## config.mk

```make
export PLATFORM = sky130hd
export DESIGN_NAME = digit_entry
export DESIGN_NICKNAME = d
export VERILOG_FILES = /design/src/rtl/digit_entry.sv
export SDC_FILE = /design/constraint.sdc
export NUM_CORES = 1
export LEC_CHECK = 0
export ABC_AREA = 1
export CAP_MARGIN = 5
export CORE_MARGIN = 1
export CORE_UTILIZATION = 65
export DETAILED_ROUTE_END_ITERATION = 7
export PLACE_DENSITY = 0.83
export SLEW_MARGIN = 20
export SYNTH_ARGS = -nofsm -noshare
export SYNTH_HDL_FRONTEND = slang
export SYNTH_SLANG_ARGS = --single-unit
```

## constraint.sdc

```tcl
create_clock -name CLK100MHZ -period 9.5 [get_ports CLK100MHZ]
set_input_delay 1.9 -clock CLK100MHZ [delete_from_list [all_inputs] [get_ports CLK100MHZ]]
set_output_delay 1.9 -clock CLK100MHZ [all_outputs]
set_load 0.1 [all_outputs]
```

## src/rtl/digit_entry.sv

```systemverilog
// digit_entry: debounced push-button decimal operand entry for the calculator.
// Buttons build a BCD operand digit by digit; confirm (btnC) converts the
// committed digits to binary and emits operand A and B alternately.
// Build option: define DIGIT_ENTRY_BACKSPACE_EN to make btnR delete the most
// recently committed digit (without it, btnR events are ignored).
module digit_entry #(
    parameter int unsigned DEBOUNCE_CYCLES = 50000,
    parameter int unsigned MAX_DIGITS      = 4
) (
    input  logic        CLK100MHZ,
    input  logic        reset,
    input  logic        btnU,
    input  logic        btnD,
    input  logic        btnL,
    input  logic        btnR,
    input  logic        btnC,
    input  logic        entry_en,
    input  logic        clear,
    output logic [13:0] operand,
    output logic        operand_valid,
    output logic        operand_sel,
    output logic [15:0] disp_bcd,
    output logic [3:0]  cur_digit,
    output logic [2:0]  digit_count,
    output logic        busy
);

    // Button bit positions inside the packed button vectors.
    localparam int unsigned B_U = 0;
    localparam int unsigned B_D = 1;
    localparam int unsigned B_L = 2;
    localparam int unsigned B_R = 3;
    localparam int unsigned B_C = 4;

    // The stable counter only ever holds 0 .. DEBOUNCE_CYCLES-1.
    localparam int unsigned CNT_W = (DEBOUNCE_CYCLES > 1) ? $clog2(DEBOUNCE_CYCLES) : 1;
    localparam logic [CNT_W-1:0] CNT_LAST  = CNT_W'(DEBOUNCE_CYCLES - 1);
    localparam logic [2:0]       COUNT_MAX = 3'(MAX_DIGITS);

    typedef enum logic [1:0] {
        EDIT,
        CONV,
        EMIT
    } state_t;

    typedef enum logic [2:0] {
        EV_NONE,
        EV_U,
        EV_D,
        EV_L,
        EV_R,
        EV_C
    } event_t;

    // ------------------------------------------------------------------
    // Debouncers
    // ------------------------------------------------------------------
    logic [4:0]       raw;
    logic [4:0]       sync1;
    logic [4:0]       sync2;
    logic [4:0]       deb;
    logic [4:0]       deb_prev;
    logic [CNT_W-1:0] cnt [5];
    logic [4:0]       events;

    assign raw = {btnC, btnR, btnL, btnD, btnU};

    // Synchronize each button and flip its debounced level after a full run of stable cycles.
    always_ff @(posedge CLK100MHZ) begin
        if (reset) begin
            sync1    <= '0;
            sync2    <= '0;
            deb      <= '0;
            deb_prev <= '0;
            for (int unsigned i = 0; i < 5; i++) begin
                cnt[i] <= '0;
            end
        end else begin
            sync1    <= raw;
            sync2    <= sync1;
            deb_prev <= deb;
            for (int unsigned i = 0; i < 5; i++) begin
                if (sync2[i] != deb[i]) begin
                    if (cnt[i] == CNT_LAST) begin
                        deb[i] <= ~deb[i];
                        cnt[i] <= '0;
                    end else begin
                        cnt[i] <= cnt[i] + 1'b1;
                    end
                end else begin
                    cnt[i] <= '0;
                end
            end
        end
    end

    assign events = deb & ~deb_prev;

    // ------------------------------------------------------------------
    // Event arbitration
    // ------------------------------------------------------------------
    event_t winner;

    // Pick a single event per cycle: C > L > R > U > D. R always takes part
    // in arbitration, so a simultaneous R suppresses U/D even when it has no action.
    always_comb begin
        winner = EV_NONE;
        if (events[B_C]) begin
            winner = EV_C;
        end else if (events[B_L]) begin
            winner = EV_L;
        end else if (events[B_R]) begin
            winner = EV_R;
        end else if (events[B_U]) begin
            winner = EV_U;
        end else if (events[B_D]) begin
            winner = EV_D;
        end
    end

    // ------------------------------------------------------------------
    // Entry / conversion FSM
    // ------------------------------------------------------------------
    state_t      state;
    state_t      state_n;
    logic [13:0] acc;
    logic [13:0] acc_n;
    logic [2:0]  idx;
    logic [2:0]  idx_n;
    logic [13:0] operand_n;
    logic        valid_n;
    logic        sel_n;
    logic [15:0] disp_n;
    logic [3:0]  cur_n;
    logic [2:0]  count_n;
    logic [15:0] conv_src;
    logic [3:0]  conv_digit;

    // Digit idx-1 counts from the least significant nibble, so walking idx
    // down from digit_count feeds the most significant committed digit first.
    assign conv_src   = disp_bcd >> {idx - 3'd1, 2'b00};
    assign conv_digit = conv_src[3:0];

    // State and datapath registers; clear acts like reset except for the debouncers.
    always_ff @(posedge CLK100MHZ) begin
        if (reset || clear) begin
            state         <= EDIT;
            acc           <= '0;
            idx           <= '0;
            operand       <= '0;
            operand_valid <= 1'b0;
            operand_sel   <= 1'b0;
            disp_bcd      <= '0;
            cur_digit     <= '0;
            digit_count   <= '0;
        end else begin
            state         <= state_n;
            acc           <= acc_n;
            idx           <= idx_n;
            operand       <= operand_n;
            operand_valid <= valid_n;
            operand_sel   <= sel_n;
            disp_bcd      <= disp_n;
            cur_digit     <= cur_n;
            digit_count   <= count_n;
        end
    end

    // Next-state and datapath update for edit, conversion and emission.
    always_comb begin
        state_n   = state;
        acc_n     = acc;
        idx_n     = idx;
        operand_n = operand;
        valid_n   = 1'b0;
        // The select flips in the cycle the strobe is visible, so the strobe
        // always carries the pre-toggle select.
        sel_n     = operand_sel ^ operand_valid;
        disp_n    = disp_bcd;
        cur_n     = cur_digit;
        count_n   = digit_count;

        unique case (state)
            EDIT: begin
                if (entry_en) begin
                    unique case (winner)
                        EV_U: begin
                            cur_n = (cur_digit == 4'd9) ? 4'd0 : cur_digit + 4'd1;
                        end
                        EV_D: begin
                            cur_n = (cur_digit == 4'd0) ? 4'd9 : cur_digit - 4'd1;
                        end
                        EV_L: begin
                            if (digit_count < COUNT_MAX) begin
                                disp_n  = {disp_bcd[11:0], cur_digit};
                                count_n = digit_count + 3'd1;
                                cur_n   = 4'd0;
                            end
                        end
                        EV_R: begin
`ifdef DIGIT_ENTRY_BACKSPACE_EN
                            if (digit_count != 3'd0) begin
                                disp_n  = {4'h0, disp_bcd[15:4]};
                                count_n = digit_count - 3'd1;
                                cur_n   = disp_bcd[3:0];
                            end
`endif
                        end
                        EV_C: begin
                            acc_n   = '0;
                            idx_n   = digit_count;
                            state_n = (digit_count == 3'd0) ? EMIT : CONV;
                        end
                        default: begin
                        end
                    endcase
                end
            end
            CONV: begin
                acc_n = (acc << 3) + (acc << 1) + {10'd0, conv_digit};
                idx_n = idx - 3'd1;
                if (idx == 3'd1) begin
                    state_n = EMIT;
                end
            end
            EMIT: begin
                operand_n = acc;
                valid_n   = 1'b1;
                disp_n    = '0;
                cur_n     = 4'd0;
                count_n   = 3'd0;
                state_n   = EDIT;
            end
            default: begin
                state_n = EDIT;
            end
        endcase
    end

    assign busy = (state != EDIT);

endmodule

```

==> impl_metrics.yaml, run 1 <==
routing:
  wl_per_cell_um: 12.7
  drcViolationCount: 0
  drtAntennaViolNets: 0
  dr.pass1.iters: 6
  routed_wl_um: 18000
  vias: 7464
  drt_iter0_drc: 638
  via_per_inst: 5.27
placed_design:
  post-place-ws_ns: 3.84
  dp.cells: 1383
  io_buffers: 48
  routabilityCongestion: 0.854
  dp_hpwl_um: 12700
  dpl_cell_area_mm2: 0.00947
synthesis:
  synthMuxAreaShare: 0
  synth_warnings: 0
  synth_xor_area_frac: 0.0306
  async_reset_ff_frac: 0
  synthCells: 1106
  synth_compound_gate_area_share: 0.0778
  ys_seq_area_frac: 0.461
  synth_seq_cells: 158
  synth_fa_ha_area_frac: 0.0556
  synth_area_mm2: 0.00859
  synth-simple-area-share: 0.292
  synth-edff-count: 80
  synth_top_family_by_area: "simple AND/OR/NAND/NOR gates"
  synth_cell_types: 38
  synth_flop_cell: "edfxtp_1"
  syn_avg_cell_area_um2: 7.77
clock_tree:
  cts_hold_buf: 0
  numCtsBuffers: 17
  cts_sinks: 158
  htree_levels: 4
  post-cts-setup-buffers: 0
  cts_root_buffer: "clkbuf_16"
  cts_buffer_depth: 2
  clk_latency_ns: 0.43
  clk_pin_slew_ns: 0.06
  cts_tree: "yes"
  cts-resized-gates: 0
critical_path:
  worstPathRequired_ns: 9.85
  critPathCaptureType: "flop"
  r2r-end: "acc[6]$_SDFFE_PP0P_"
  path_cells: "clkdlybuf4s50_1, buf_4, nor2_2, clkinv_1, nor2_1, inv_1, o21ai_0"
  crit_type: "in -> reg"
  worst_r2r_startpoint: "idx[0]$_SDFFE_PP0P_"
  ff2ff_setup_slack_ns: 5.67
  critPathArrivalTime_ns: 5.55
  slowest_stage: "clkinv_1"
  crit_path_max_fanout: 35
  cpPeakStageDelay_ns: 1.10
  r2r_cells: 14
  start_kind: "input port"
min_path:
  hold_path_end: "sync2[0]$_SDFF_PP0_"
  min_path_cells: 2
  min_path_type: "reg -> reg"
  hold_path.startpoint: "sync1[0]$_SDFF_PP0_"
sta:
  period_needed_ns: 5.20
  slew_headroom: 0.291
  period_share: 0.548
  hold_violations: 0
  grt_setup_unrepaired: "false"
  skew_ns: 0.00686
  fin_ws_ns: 4.30
  finalSetupTns_ns: 0
  fmax_mhz: 192
  drv_slew: 0
  hold_slack_ns: 0.404
  tightest_slew_ns: 1.06
  finalSetupViolations: 0
floorplan:
  dieArea_mm2: 0.0137
  start_util: 0.673
  die_w_um: 117
  die_y_um: 117
  row_count: 41
  ios: 49
  core_area_mm2: 0.0128
finish:
  syn2layout_area_growth_pct: 17.8
  fillers: 906
  drive_gt1_frac: 0.0451
  finish.instance_area_mm2: 0.0101
  fin_cells: 1415
  post-route-util: 0.792
  nets: 1276
  diodes: 0
power:
  intPower_mw: 1.21
  comb_power_share: 0.031
  pwr-share-seq: 0.490
  p_clk_frac: 0.479
  power.net_switching_uw: 316
  power_density_mw_per_mm2: 150
  ir_drop_mv: 0.104
  total_power_mw: 1.52
  p_leak_nw: 4.32
  p_sw_frac: 0.207
status:
  run_status: "completed"
grt:
  antenna_found_initial: 0
  grt_max_degree: 36
  grt_pass1_wl_um: 31000
  grt_pass1_vias: 7021
  grt-ovfl-total: 0
  track_usage: 0.287
run:
  cap_violations: 0
-- synthesized netlist by cell type, drive strengths merged, types with 3 or more instances --
| master | number | area, um2 |
|---|---|---|
| dfxtp | 78 | 1560 |
| nand2 | 244 | 918 |
| nor2 | 158 | 611 |
| nor4 | 6 | 37.5 |
| or2 | 9 | 58.8 |
| clkbuf | 8 | 30.0 |
| xnor2 | 6 | 52.6 |
| a31oi | 3 | 18.8 |
| nand4 | 25 | 163 |
| xor2 | 24 | 210 |
| o21ai | 34 | 178 |
| edfxtp | 80 | 2400 |
| clkinv | 3 | 11.3 |
| buf | 15 | 95.1 |
| ha | 35 | 438 |
| nor3b | 13 | 97.6 |
| a21oi | 83 | 415 |
| inv | 152 | 571 |
| nand3 | 71 | 370 |
| nor3 | 49 | 245 |
-- cell families after synthesis --
kind of cell             Yosys count
adder cells (fa/ha/maj)           37
flip-flops                       158
XOR/XNOR                          30
buffers and inverters            178
AND/OR/NAND/NOR                  576
other                              1
AO/OA/AOI/OAI                    126
-- worst max-delay path: cells and delay by family --
family	cells	cell delay, ns
AOI/OAI and AO/OA	1	0.17
buffers and inverters	4	1.87
and+or+nand+nor	2	1.60
-- power by group through the flow --
stage / Sequential, mW / Combinational [mW] / Clock, mW
global route: 0.749 / 0.0551 / 0.759
global placement: 0.760 / 0.0441 / 0
detailed placement: 0.761 / 0.0454 / 0
floorplan: 0.757 / 0.0359 / 0
finish: 0.747 / 0.0474 / 0.729
CTS: 0.746 / 0.0462 / 0.732
-- how the worst max path moves through the flow --
stage | startpoint | end | cells after the start
2_1_floorplan | idx[0]$_SDFFE_PP0P_ | acc[6]$_SDFFE_PP0P_ | 15
3_3_place_gp | reset | operand[12]$_SDFFE_PP0P_ | 7
3_5_place_dp | reset | operand[0]$_SDFFE_PP0P_ | 7
4_1_cts | reset | operand[12]$_SDFFE_PP0P_ | 7
5_1_grt | reset | operand[12]$_SDFFE_PP0P_ | 7
6_report | reset | operand[12]$_SDFFE_PP0P_ | 7
-- sequential cells by signal, summed over array words and instances (netlist names) --
register,cells
deb_prev,5
disp_bcd,16
sync1,5
cnt,80
state,2
cur_digit,4
idx,3
operand_sel,1
sync2,5
operand_valid,1
operand,14
digit_count,3
deb,5
acc,14
-- final cells by class --
| class | count | area (um2) | area share |
|---|---|---|---|
| well taps | 172 | 215 | 0.0213 |
| multi-input cells | 849 | 4220 | 0.417 |
| flip-flops and latches | 158 | 3960 | 0.392 |
| clock inverters | 6 | 60.1 | 0.00593 |
| repair buffers | 49 | 488 | 0.0482 |
| clock buffers | 26 | 596 | 0.0588 |
| inverters | 155 | 582 | 0.0575 |
-- per-layer routing --
layer	wire, um	GRT usage	vias to the layer above
li1	-	-	3800
met1	8320	0.389	3404
met5	0	0	-
met2	8300	0.464	224
met4	371	0.111	0
met3	1000	0.0474	36
-- cells in the final DEF (no fill, tap or decap), types with 3 or more instances in the layout --
master	Yosys	routed
clkbuf_16	0	22
inv_1	150	150
nor3_1	49	49
clkbuf_8	0	3
nand3_2	3	3
xor2_1	24	24
edfxtp_1	80	80
clkinv_1	3	3
nor2_1	153	153
nand2_1	243	243
nor4_1	6	6
dfxtp_1	78	78
ha_1	35	35
or2_2	8	8
nor3b_1	13	13
o21ai_0	32	32
nor2_2	4	4
a21oi_1	83	83
clkinv_2	0	3
conb_1	1	80
nand4_1	24	24
clkdlybuf4s50_1	0	48
nand3_1	68	68
xnor2_1	6	6
a31oi_1	3	3
Power figures use the tool's default switching activity.
==> run 2: changes to the inputs <==
--- a/config.mk
+++ b/config.mk
@@ -8,9 +8,9 @@
 export ABC_AREA = 1
 export CAP_MARGIN = 5
 export CORE_MARGIN = 1
-export CORE_UTILIZATION = 65
+export CORE_UTILIZATION = 60
 export DETAILED_ROUTE_END_ITERATION = 7
-export PLACE_DENSITY = 0.83
+export PLACE_DENSITY = 0.77
 export SLEW_MARGIN = 20
 export SYNTH_ARGS = -nofsm -noshare
 export SYNTH_HDL_FRONTEND = slang
==> constraint.sdc (replaced) <==
create_clock -name CLK100MHZ -period 5.3 [get_ports CLK100MHZ]
set_input_delay 1.06 -clock CLK100MHZ [delete_from_list [all_inputs] [get_ports CLK100MHZ]]
set_output_delay 1.06 -clock CLK100MHZ [all_outputs]
set_load 0.1 [all_outputs]
==> run 2 against run 1 <==
Compared with the run above:
- cell area fell by 0.40%
- clock power is 66% higher
- die area rose by 8.2%
- critical path type is now reg -> reg
- largest cell class unchanged
==> impl_metrics.yaml, run 2 (synthesis results as in run 1) <==
finish:
  syn2layout_area_growth_pct: 17.3
  post-route-util: 0.724
  nets: 1278
  top_register: "cnt"
  multi_input_area_mm2: 0.00422
  layout_common_cells: "nand2_1, nor2_1, inv_1, a21oi_1"
  largest_register_ffs: 80
  diodes: 0
  ff_latch_area_mm2: 0.00396
  final_common_cell: "nand2_1"
  fin_cells: 1424
  drive_gt1_frac: 0.0458
  reg.largest.list: "cnt x80, disp_bcd x16"
  fillers: 1121
routing:
  drt_iter0_drc: 513
  dr.pass1.iters: 5
  wl_per_cell_um: 12.4
  via_per_inst: 5.14
  drcViolationCount: 0
  drtAntennaViolNets: 0
  routed_wl_um: 17700
  vias: 7321
critical_path:
  crit_path_start: "idx[0]$_SDFFE_PP0P_"
  crit_end: "acc[8]$_SDFFE_PP0P_"
  r2r-end: "acc[8]$_SDFFE_PP0P_"
  critPathArrivalTime_ns: 3.88
  cp_common_cell: "nand2_1"
  r2r_cells: 16
  ff2ff_setup_slack_ns: 1.77
  path_cells: "clkinv_1, ha_1, inv_1, o21ai_0, o22ai_1, nand2_1, fa_1, inv_1, fa_1, nand3_1, nand3_1, nand2_1, nand2_1, a21oi_1, o21ai_0, a21oi_1"
  crit_type: "reg -> reg"
  cpPeakStageDelay_ns: 0.51
  start_kind: "flop"
  critPathCaptureType: "flop"
  slowest_stage: "dfxtp_1"
  worst_r2r_startpoint: "idx[0]$_SDFFE_PP0P_"
  crit_path_max_fanout: 11
  worstPathRequired_ns: 5.65
power:
  ir_drop_mv: 0.190
  pwr-share-seq: 0.507
  intPower_mw: 2.08
  power_density_mw_per_mm2: 262
  comb_power_share: 0.032
  power.net_switching_uw: 557
  p_sw_frac: 0.211
  total_power_mw: 2.64
  p_leak_nw: 4.30
  p_clk_frac: 0.461
grt:
  antenna_found_initial: 0
  grt_pass1_wl_um: 29800
  grt_max_degree: 35
  track_usage: 0.253
  grt-ovfl-total: 0
  grt_pass1_vias: 6610
sta:
  hold_violations: 0
  tightest_slew_ns: 1.05
  period_share: 0.667
  fin_ws_ns: 1.77
  fmax_mhz: 283
  finalSetupTns_ns: 0
  drv_slew: 0
  finalSetupViolations: 0
  period_needed_ns: 3.53
  slew_headroom: 0.297
  grt_setup_unrepaired: "false"
  skew_ns: 0.00552
clock_tree:
  cts-resized-gates: 0
  cts_hold_buf: 0
  cts_root_buffer: "clkbuf_16"
  htree_levels: 4
  numCtsBuffers: 17
  clk_pin_slew_ns: 0.06
  cts_tree: "yes"
  cts_sinks: 158
  cts_buffer_depth: 2
  post-cts-setup-buffers: 0
  clk_latency_ns: 0.42
floorplan:
  dieArea_mm2: 0.0148
  start_util: 0.617
  core_area_mm2: 0.0139
  row_count: 43
  ios: 49
  die_w_um: 122
  die_y_um: 122
placed_design:
  post-place-ws_ns: 1.83
  io_buffers: 48
  dp.cells: 1393
  routabilityCongestion: 0.910
  dp_hpwl_um: 12600
run:
  cap_violations: 0
status:
  run_status: "completed"
min_path:
  hold_path.startpoint: "sync1[2]$_SDFF_PP0_"
  min_path_type: "reg -> reg"
-- run 2: cell count changes in the layout (fill, tap and decap cells not counted) --
| cell | before | now |
|---|---|---|
| clkinv_4 | 1 | 2 |
| buf_4 | 1 | 3 |
| clkinv_1 | 3 | 4 |
| clkbuf_8 | 3 | 2 |
| bufinv_16 | 1 | 2 |
| clkinv_2 | 3 | 5 |
| clkbuf_16 | 22 | 18 |
| clkbuf_1 | 1 | 0 |
-- run 2: final cells by class --
type | instances | share of cell area
multi-input cells | 849 | 0.418
flip-flops and latches | 158 | 0.393
inverters | 155 | 0.0577
repair buffers | 51 | 0.0499
clock buffers | 20 | 0.0474
well taps | 180 | 0.0223
clock inverters | 11 | 0.0112
-- run 2: worst min path at each step --
stage                                      to  slack [ns]  depth (start not counted)
after floorplan           sync2[0]$_SDFF_PP0_        0.39                          2
after global placement    sync2[2]$_SDFF_PP0_        0.40                          2
after detailed placement  sync2[2]$_SDFF_PP0_        0.40                          2
after CTS                 sync2[2]$_SDFF_PP0_        0.41                          2
after global routing      sync2[2]$_SDFF_PP0_        0.43                          2
final                     sync2[2]$_SDFF_PP0_        0.40                          2
-- run 2: critical path, delay by kind of cell, from the launching register on --
family / cells / cell delay [ns]
AOI/OAI and AO/OA: 5 / 0.58
adders and majority gates: 3 / 1.41
buffers and inverters: 3 / 0.49
and+or+nand+nor: 5 / 0.49
DFF: 1 / 0.51
-- run 2: power by group through the flow --
stage / clock network [mW] / registers (mW) / logic (mW)
final: 1.21 / 1.34 / 0.0850
after global placement: 0 / 1.36 / 0.0805
after detailed placement: 0 / 1.36 / 0.0822
after floorplan: 0 / 1.36 / 0.0643
after global routing: 1.28 / 1.34 / 0.0981
after CTS: 1.23 / 1.34 / 0.0833
-- run 2: metrics by stage --
step                      cell area (um2)  hold WS, ns
final                               10100        0.404
after floorplan                      8890        0.388
after CTS                           10100        0.407
after global routing                10100        0.428
after global placement               9490        0.395
after detailed placement             9490        0.398
-- run 2: layer usage --
layer,up-vias,GRT usage,part of all wire
met5,-,0,0
met4,0,0.0949,0.015
met3,26,0.0543,0.053
met2,172,0.401,0.46
met1,3322,0.339,0.47
li1,3801,-,-
==> run 3: changes to the inputs <==
==> constraint.sdc (replaced) <==
create_clock -name CLK100MHZ -period 3.5 [get_ports CLK100MHZ]
set_input_delay 0.7 -clock CLK100MHZ [delete_from_list [all_inputs] [get_ports CLK100MHZ]]
set_output_delay 0.7 -clock CLK100MHZ [all_outputs]
set_load 0.1 [all_outputs]
==> run 3 against run 2 <==
Compared with the run above:
- sequential share of layout area is 0.16 points lower
- worst hold slack better by 0.0036 ns
- count of clock-buffer cells in the layout is 1 higher
- total power is 57% higher
- core utilization is 0.30 points higher
- setup slack worse by 1.5 ns
- register-to-register slack worse by 1.5 ns
- sequential power is 51% higher
- non-clock buffer count is 2 higher
- die area stayed put
==> impl_metrics.yaml, run 3 (synthesis results as in run 1) <==
sta:
  slew_headroom: 0.325
  grt_setup_unrepaired: "false"
  finalSetupViolations: 0
  hold_violations: 0
  finalSetupTns_ns: 0
  hold_slack_ns: 0.407
  skew_ns: 0.00859
  period_share: 0.919
  period_needed_ns: 3.22
  fmax_mhz: 311
  drv_slew: 0
  tightest_slew_ns: 1.01
clock_tree:
  cts_tree: "yes"
  clk_pin_slew_ns: 0.07
  cts-resized-gates: 0
  cts_hold_buf: 0
  htree_levels: 4
  clk_latency_ns: 0.44
  cts_sinks: 158
  numCtsBuffers: 17
  cts_buffer_depth: 2
  post-cts-setup-buffers: 0
  cts_root_buffer: "clkbuf_16"
critical_path:
  ff2ff_setup_slack_ns: 0.28
  worstPathRequired_ns: 3.87
  critPathCaptureType: "flop"
  cp_common_cell: "nand2_1"
  r2r-end: "acc[8]$_SDFFE_PP0P_"
  crit_type: "reg -> reg"
  critPathArrivalTime_ns: 3.58
  crit_buf_inv: 3
  crit_path_max_fanout: 10
  slowest_stage: "fa_1"
  path_cells: "clkinvlp_4, ha_1, inv_1, o21ai_0, o22ai_1, nand2_1, fa_1, inv_1, fa_1, nand3_1, nand3_1, nand2_1, nand2_1, a21oi_1, o21ai_0, a21oi_1"
  r2r_cells: 16
  worst_r2r_startpoint: "idx[0]$_SDFFE_PP0P_"
  critical_path.top_delay_family: "adder cells"
  start_kind: "flop"
  cpPeakStageDelay_ns: 0.49
min_path:
  min_path_type: "reg -> reg"
  min_path_cells: 2
  hold_path.startpoint: "sync1[0]$_SDFF_PP0_"
  hold_path_end: "sync2[0]$_SDFF_PP0_"
finish:
  layout_common_cells: "nand2_1, nor2_1, inv_1, a21oi_1"
  drive_gt1_frac: 0.0545
  fin_cells: 1427
  reg.largest.list: "cnt x80, disp_bcd x16"
  nets: 1280
  final_common_cell: "nand2_1"
  largest_register_ffs: 80
  syn2layout_area_growth_pct: 17.8
  top_register: "cnt"
  diodes: 0
floorplan:
  row_count: 43
  core_area_mm2: 0.0139
  start_util: 0.617
  die_w_um: 122
  dieArea_mm2: 0.0148
  die_y_um: 122
  ios: 49
routing:
  routed_wl_um: 17900
  wl_per_cell_um: 12.5
  via_per_inst: 5.18
  drtAntennaViolNets: 0
  dr.pass1.iters: 5
  drt_iter0_drc: 549
  vias: 7396
  drcViolationCount: 0
placed_design:
  dp.cells: 1395
  routabilityCongestion: 0.904
  dp_hpwl_um: 12700
  io_buffers: 48
grt:
  grt_pass1_vias: 6759
  track_usage: 0.257
  grt_max_degree: 35
  antenna_found_initial: 1
  grt_pass1_wl_um: 30200
  grt-ovfl-total: 0
run:
  cap_violations: 0
power:
  p_leak_nw: 4.34
  power_density_mw_per_mm2: 408
  total_power_mw: 4.13
  ir_drop_mv: 0.418
status:
  run_status: "completed"
-- run 3: changes by cell type in the layout (fill, tap and decap cells not counted) --
| cell | change |
|---|---|
| clkinv_1 | -1 |
| inv_4 | -1 |
| clkdlybuf4s50_1 | -8 |
| bufinv_16 | +1 |
| clkinv_4 | +1 |
| clkinv_2 | -4 |
| buf_4 | +10 |
| inv_6 | +3 |
| clkbuf_1 | +1 |
| clkinvlp_4 | +1 |
-- run 3: cell type report --
class | count | area [um2]
Inverter | 155 | 586
Multi-Input combinational cell | 849 | 4220
Sequential cell | 158 | 3960
Tap cell | 180 | 225
Timing Repair Buffer | 53 | 498
Clock buffer | 21 | 482
Clock inverter | 11 | 151
Fill cell | 1112 | 3810
-- run 3: worst reg2reg max path: stages (launching register included) --
cell	delay, ns
dfxtp_1	0.37
clkinvlp_4	0.19
ha_1	0.40
inv_1	0.13
o21ai_0	0.09
o22ai_1	0.13
nand2_1	0.09
fa_1	0.49
inv_1	0.07
fa_1	0.49
nand3_1	0.11
nand3_1	0.12
nand2_1	0.09
nand2_1	0.06
a21oi_1	0.12
o21ai_0	0.10
a21oi_1	0.12
-- run 3: routing by layer --
layer	track usage	vias to the layer above	wire length, um
li1	-	3807	-
met1	0.340	3401	8320
met2	0.408	164	8270
met3	0.0698	24	1080
met4	0.0841	0	234
met5	0	-	0
-- run 3: worst max-delay path by stage --
stage,from,end,slack (ns),cells after the start
after CTS,idx[0]$_SDFFE_PP0P_,acc[6]$_SDFFE_PP0P_,0.28,14
after detailed placement,idx[0]$_SDFFE_PP0P_,acc[6]$_SDFFE_PP0P_,0.29,14
final,idx[0]$_SDFFE_PP0P_,acc[8]$_SDFFE_PP0P_,0.28,16
after floorplan,idx[0]$_SDFFE_PP0P_,acc[6]$_SDFFE_PP0P_,0.36,15
after global placement,idx[0]$_SDFFE_PP0P_,acc[6]$_SDFFE_PP0P_,0.38,14
after global routing,idx[0]$_SDFFE_PP0P_,acc[8]$_SDFFE_PP0P_,0.03,16
-- run 3: power breakdown --
part / internal (mW) / leakage (nW) / switching [mW]
sequential: 1.99 / 1.46 / 0.0379
combinational: 0.0419 / 2.58 / 0.0866
clock: 1.21 / 0.311 / 0.770
-- run 3: per-stage QoR --
step	cell area (um2)	setup WS, ns	utilization
after floorplan	8890	0.361	-
after CTS	10100	0.282	0.726
final	10100	0.284	0.726
after global placement	9490	0.377	0.681
after global routing	10100	0.0251	0.726
after detailed placement	9490	0.290	0.681
==> RTL edit 1, RTL diff (flow settings as in run 2) <==
The option `DIGIT_ENTRY_BACKSPACE_EN` is turned on by a define.
--- a/src/rtl/digit_entry.sv
+++ b/src/rtl/digit_entry.sv
@@ -5,2 +5,4 @@
 // recently committed digit (without it, btnR events are ignored).
+`define DIGIT_ENTRY_BACKSPACE_EN
+
 module digit_entry #(
Function: same outputs for any inputs over 10 cycles, from zero or initial values and one cycle with reset high; that may be too few to reach the edited logic, so the function may still have changed.
==> RTL edit 1 against run 2 <==
Area after synthesis rose by 0.73%; sequential cell count did not move; wire length grew 2.6%; count of clock-buffer cells in the layout increased by 4; global-route usage grew 0.38 points; setup slack got worse by 0.076 ns; power fell by 3.0%; final area is 0.38% higher; utilization hardly changed; largest power group unchanged.
==> RTL edit 1: results (changes against run 2) <==
| Metric | Value |
|---|---|
| Switching power share of the total | `0.2113 (about the same)` |
| DR vias | `7,504 (was 7,321)` |
| Slew headroom | `0.3174 (was 0.2973)` |
| Peak VDD IR | `0.0001951 V (was 0.0001899 V)` |
| Worst EP arrival | `3.90 ns (was 3.88 ns)` |
| DRT met1 WL | `8410 um (was 8369 um)` |
| All-Layer GR Usage | `0.2565 (was 0.2528)` |
| Post-synthesis cell count | `1,117 (was 1,106)` |
| M3 GR Usage | `0.04541 (was 0.05431)` |
| Worst Hold End | `sync2[4]$_SDFF_PP0_ (was sync2[2]$_SDFF_PP0_)` |
| Worst R2R Path Depth | `14 (was 16)` |
| Run status | `finished clean (unchanged)` |
| Number of fillers in the final layout | `1,164 (was 1,121)` |
| Met2 Wirelength | `8596 um (was 8099 um)` |
| Layout cells sized above 1 | `0.03981 (was 0.04582)` |
| Top cells by count, synth | `nand2_1, nor2_1, inv_1 (unchanged)` |
| Worst-path fanout max | `12 (was 11)` |
| First-pass GRT wire length | `30,430 um (was 29,840 um)` |
| Clock power share | `0.445 (was 0.461)` |
| Worst hold slack | `0.3970 ns (was 0.4036 ns)` |
| Metal3 WL | `723 um (was 935 um)` |
| DP Cell Count | `1,404 (was 1,393)` |
| Met2 usage | `0.4421 (was 0.4006)` |
| Distinct cell type count after synthesis | `42 (was 38)` |
| Hold Crit Start | `sync1[4]$_SDFF_PP0_ (was sync1[2]$_SDFF_PP0_)` |
| Flop2flop setup slack | `1.69 ns (was 1.77 ns)` |
| Largest net degree at the start of global routing | `37 (was 35)` |
| Worst slack at placement | `1.800 ns (was 1.830 ns)` |
| Post-DP Area | `9572 um^2 (was 9492 um^2)` |
| DR iter-0 viols | `490 (was 513)` |
| Sequential element share of the synthesized area | `0.4580 (was 0.4613)` |
| Worst Skew | `0.007230 ns (was 0.005517 ns)` |
| Layout net count | `1,288 (was 1,278)` |
| Fin crit period | `3.610 ns (was 3.534 ns)` |
RTL edit 1: cell types whose count changed after synthesis, sizes merged, moves of 3 or more:
cell / delta
a21oi: +24
clkbuf: +3
inv: -12
nand2: -14
nand3: -4
nor3: -11
o21a: +6
o21ai: +26
xor2: -8
RTL edit 1: final cells by class:
| class | instances | area (um^2) | share of cell area |
|---|---|---|---|
| clock buffers | 24 | 481.7 | 0.04760 |
| clock inverters | 8 | 67.56 | 0.006676 |
| inverters | 141 | 529.3 | 0.05229 |
| multi-input cells | 871 | 4328 | 0.4276 |
| flip-flops and latches | 158 | 3964 | 0.3916 |
| well taps | 180 | 225.2 | 0.02225 |
| repair buffers | 54 | 525.5 | 0.05192 |
RTL edit 1: kinds of logic after synthesis:
family / Yosys count / synth area share
xor+xnor: 23 / 0.02328
compound gates: 187 / 0.1135
fa+ha+maj: 36 / 0.05465
other cells: 1 / 0.0004333
buf+inv: 167 / 0.07619
simple gates: 545 / 0.2740
flops: 158 / 0.4580
==> RTL edit 2, RTL diff (settings of run 2) <==
Without the edit above. The 3 states of `state_t` get a one-hot encoding in 3 bits.
--- a/src/rtl/digit_entry.sv
+++ b/src/rtl/digit_entry.sv
@@ -39,6 +39,6 @@
 
-    typedef enum logic [1:0] {
-        EDIT,
-        CONV,
-        EMIT
+    typedef enum logic [2:0] {
+        EDIT = 3'b001,
+        CONV = 3'b010,
+        EMIT = 3'b100
     } state_t;
Check against the original RTL: same outputs for any inputs over 10 cycles, from zero or initial values and one cycle with reset high; not proved beyond that.
==> RTL edit 2 against run 2 <==
Area after synthesis is 1.1% higher; critical path depth is 2 lower; power is 3.1% lower; final area is 0.55% higher; clock skew is 0.0021 ns higher; wire length is 1.8% lower; setup slack worse by 0.027 ns; critical path type unchanged; hold slack better by 0.0026 ns; first-iteration DRC count is 13% higher; sequential cell count is 1 higher; die area is 1.1% higher.
==> RTL edit 2: results (changes against run 2) <==
| Metric | Value |
|---|---|
| Sequential element share of the synthesized area | `0.4587 (was 0.4613)` |
| Clock power share | `0.440 (was 0.461)` |
| H-tree depth | `4 (unchanged)` |
| Flop2flop setup slack | `1.74 ns (was 1.77 ns)` |
| R2R Path Start | `idx[0]$_SDFFE_PP0P_ (unchanged)` |
| Worst-path fanout max | `11 (unchanged)` |
| Crit path to | `acc[6]$_SDFFE_PP0P_ (was acc[8]$_SDFFE_PP0P_)` |
| Layout cells sized above 1 | `0.05582 (was 0.04582)` |
| Number of fillers in the final layout | `1,119 (was 1,121)` |
| Bufs on Longest Clock Path | `2 (unchanged)` |
| Distinct cell type count after synthesis | `45 (was 38)` |
| Number of remaining DRC errors | `0 (unchanged)` |
| DR iter-0 viols | `580 (was 513)` |
| Tightest Hold Check Type | `flop to flop (unchanged)` |
| Worst EP arrival | `3.83 ns (was 3.88 ns)` |
| Switch Pwr | `0.5542 mW (was 0.5574 mW)` |
| Resized cells post-CTS | `0 (unchanged)` |
| Placer Congestion | `0.9210 (was 0.9096)` |
| Multiplexer share of the synthesized area | `0 (unchanged)` |
| Crit path launch type | `flop (unchanged)` |
| HPWL after DPL | `12,550 um (was 12,650 um)` |
| Worst-Margin Slew | `1.029 ns (was 1.051 ns)` |
| Layout net count | `1,287 (was 1,278)` |
| DP Cell Count | `1,402 (was 1,393)` |
| Top cells by count, synth | `nand2_1, nor2_1, inv_1 (unchanged)` |
| Non-Filler Instances | `1,434 (was 1,424)` |
| Hold Crit Start | `sync1[2]$_SDFF_PP0_ (unchanged)` |
| CTS Root Cell | `clkbuf_16 (unchanged)` |
| Initial antenna violation count | `0 (unchanged)` |
| Worst R2R Path Depth | `14 (was 16)` |
| Syn_area_per_cell | `7.790 um^2 (was 7.769 um^2)` |
| Post-synth top flop | `edfxtp_1 (unchanged)` |
| Post-Synth XOR/XNOR Area | `0.02218 (was 0.03058)` |
| Run status | `finished clean (unchanged)` |
| Synth Area in Compound Gates | `0.09579 (was 0.07776)` |
| First-pass GRT wire length | `29,420 um (was 29,840 um)` |
| Worst Skew | `0.007664 ns (was 0.005517 ns)` |
| Leakage | `4.271 nW (was 4.302 nW)` |
| Post-synthesis adder-cell area fraction | `0.05503 (was 0.05563)` |
| Main area contributors after synthesis | `edfxtp_1, dfxtp_1, nand2_1, nor2_1, inv_1 (unchanged)` |
| Post-DP Area | `9594 um^2 (was 9492 um^2)` |
| DR vias | `7,369 (was 7,321)` |
| Largest net degree at the start of global routing | `35 (unchanged)` |
| Total Wirelength | `17,350 um (was 17,670 um)` |
| Peak VDD IR | `0.0002774 V (was 0.0001899 V)` |
| Vias in the first global route | `6,702 (was 6,610)` |
| All-Layer GR Usage | `0.2463 (was 0.2528)` |
| Async SR Flop Fraction | `0 (unchanged)` |
| Clk Latency, worst-skew pair | `0.42 ns (about the same)` |
| Worst Hold End | `sync2[2]$_SDFF_PP0_ (unchanged)` |
-- RTL edit 2: changes by cell type after synthesis, sizes merged, moves of 2 or more --
cell | before | now
nand3b | 1 | 4
o31ai | 0 | 2
nand2 | 244 | 234
nor2 | 158 | 151
xor2 | 24 | 16
or2 | 9 | 12
a21oi | 83 | 94
o21ai | 34 | 49
nand3 | 71 | 60
nor4 | 6 | 12
a31oi | 3 | 5
nor3 | 49 | 51
inv | 152 | 150
-- RTL edit 2: area by class of cell --
cell class,count,share of cell area
Inverter,153,0.05727
Clock inverter,11,0.009134
Timing Repair Buffer,50,0.04888
Clock buffer,21,0.04443
Multi-Input combinational cell,860,0.4251
Sequential cell,159,0.3930
Tap cell,180,0.02222
-- RTL edit 2: stage by stage --
stage	util	hold WS [ns]	power, mW	setup slack [ns]
final	0.7247	0.4062	2.555	1.739
after detailed placement	0.6859	0.3973	1.454	1.776
after global placement	0.6859	0.3892	1.452	1.842
after floorplan	-	0.3883	1.428	2.157
after global routing	0.7247	0.4240	2.641	1.351
after CTS	0.7247	0.4077	2.570	1.769
-- RTL edit 2: worst max-delay path, cell delays in order (launching register included) --
cell      delay, ns
dfxtp_1        0.52
clkinv_1       0.31
ha_1           0.43
inv_1          0.12
o21ai_0        0.09
o22ai_1        0.14
nand2_1        0.09
fa_1           0.48
inv_1          0.06
fa_1           0.48
nand3_1        0.11
nand3_1        0.13
or2_2          0.30
nand3_1        0.07
a21oi_1        0.07
-- RTL edit 2: layer usage --
layer	global-route usage	routed length, um
met2	0.4105	8145
met1	0.3185	8355
met3	0.04554	506
met4	0.08918	344
met5	0	0
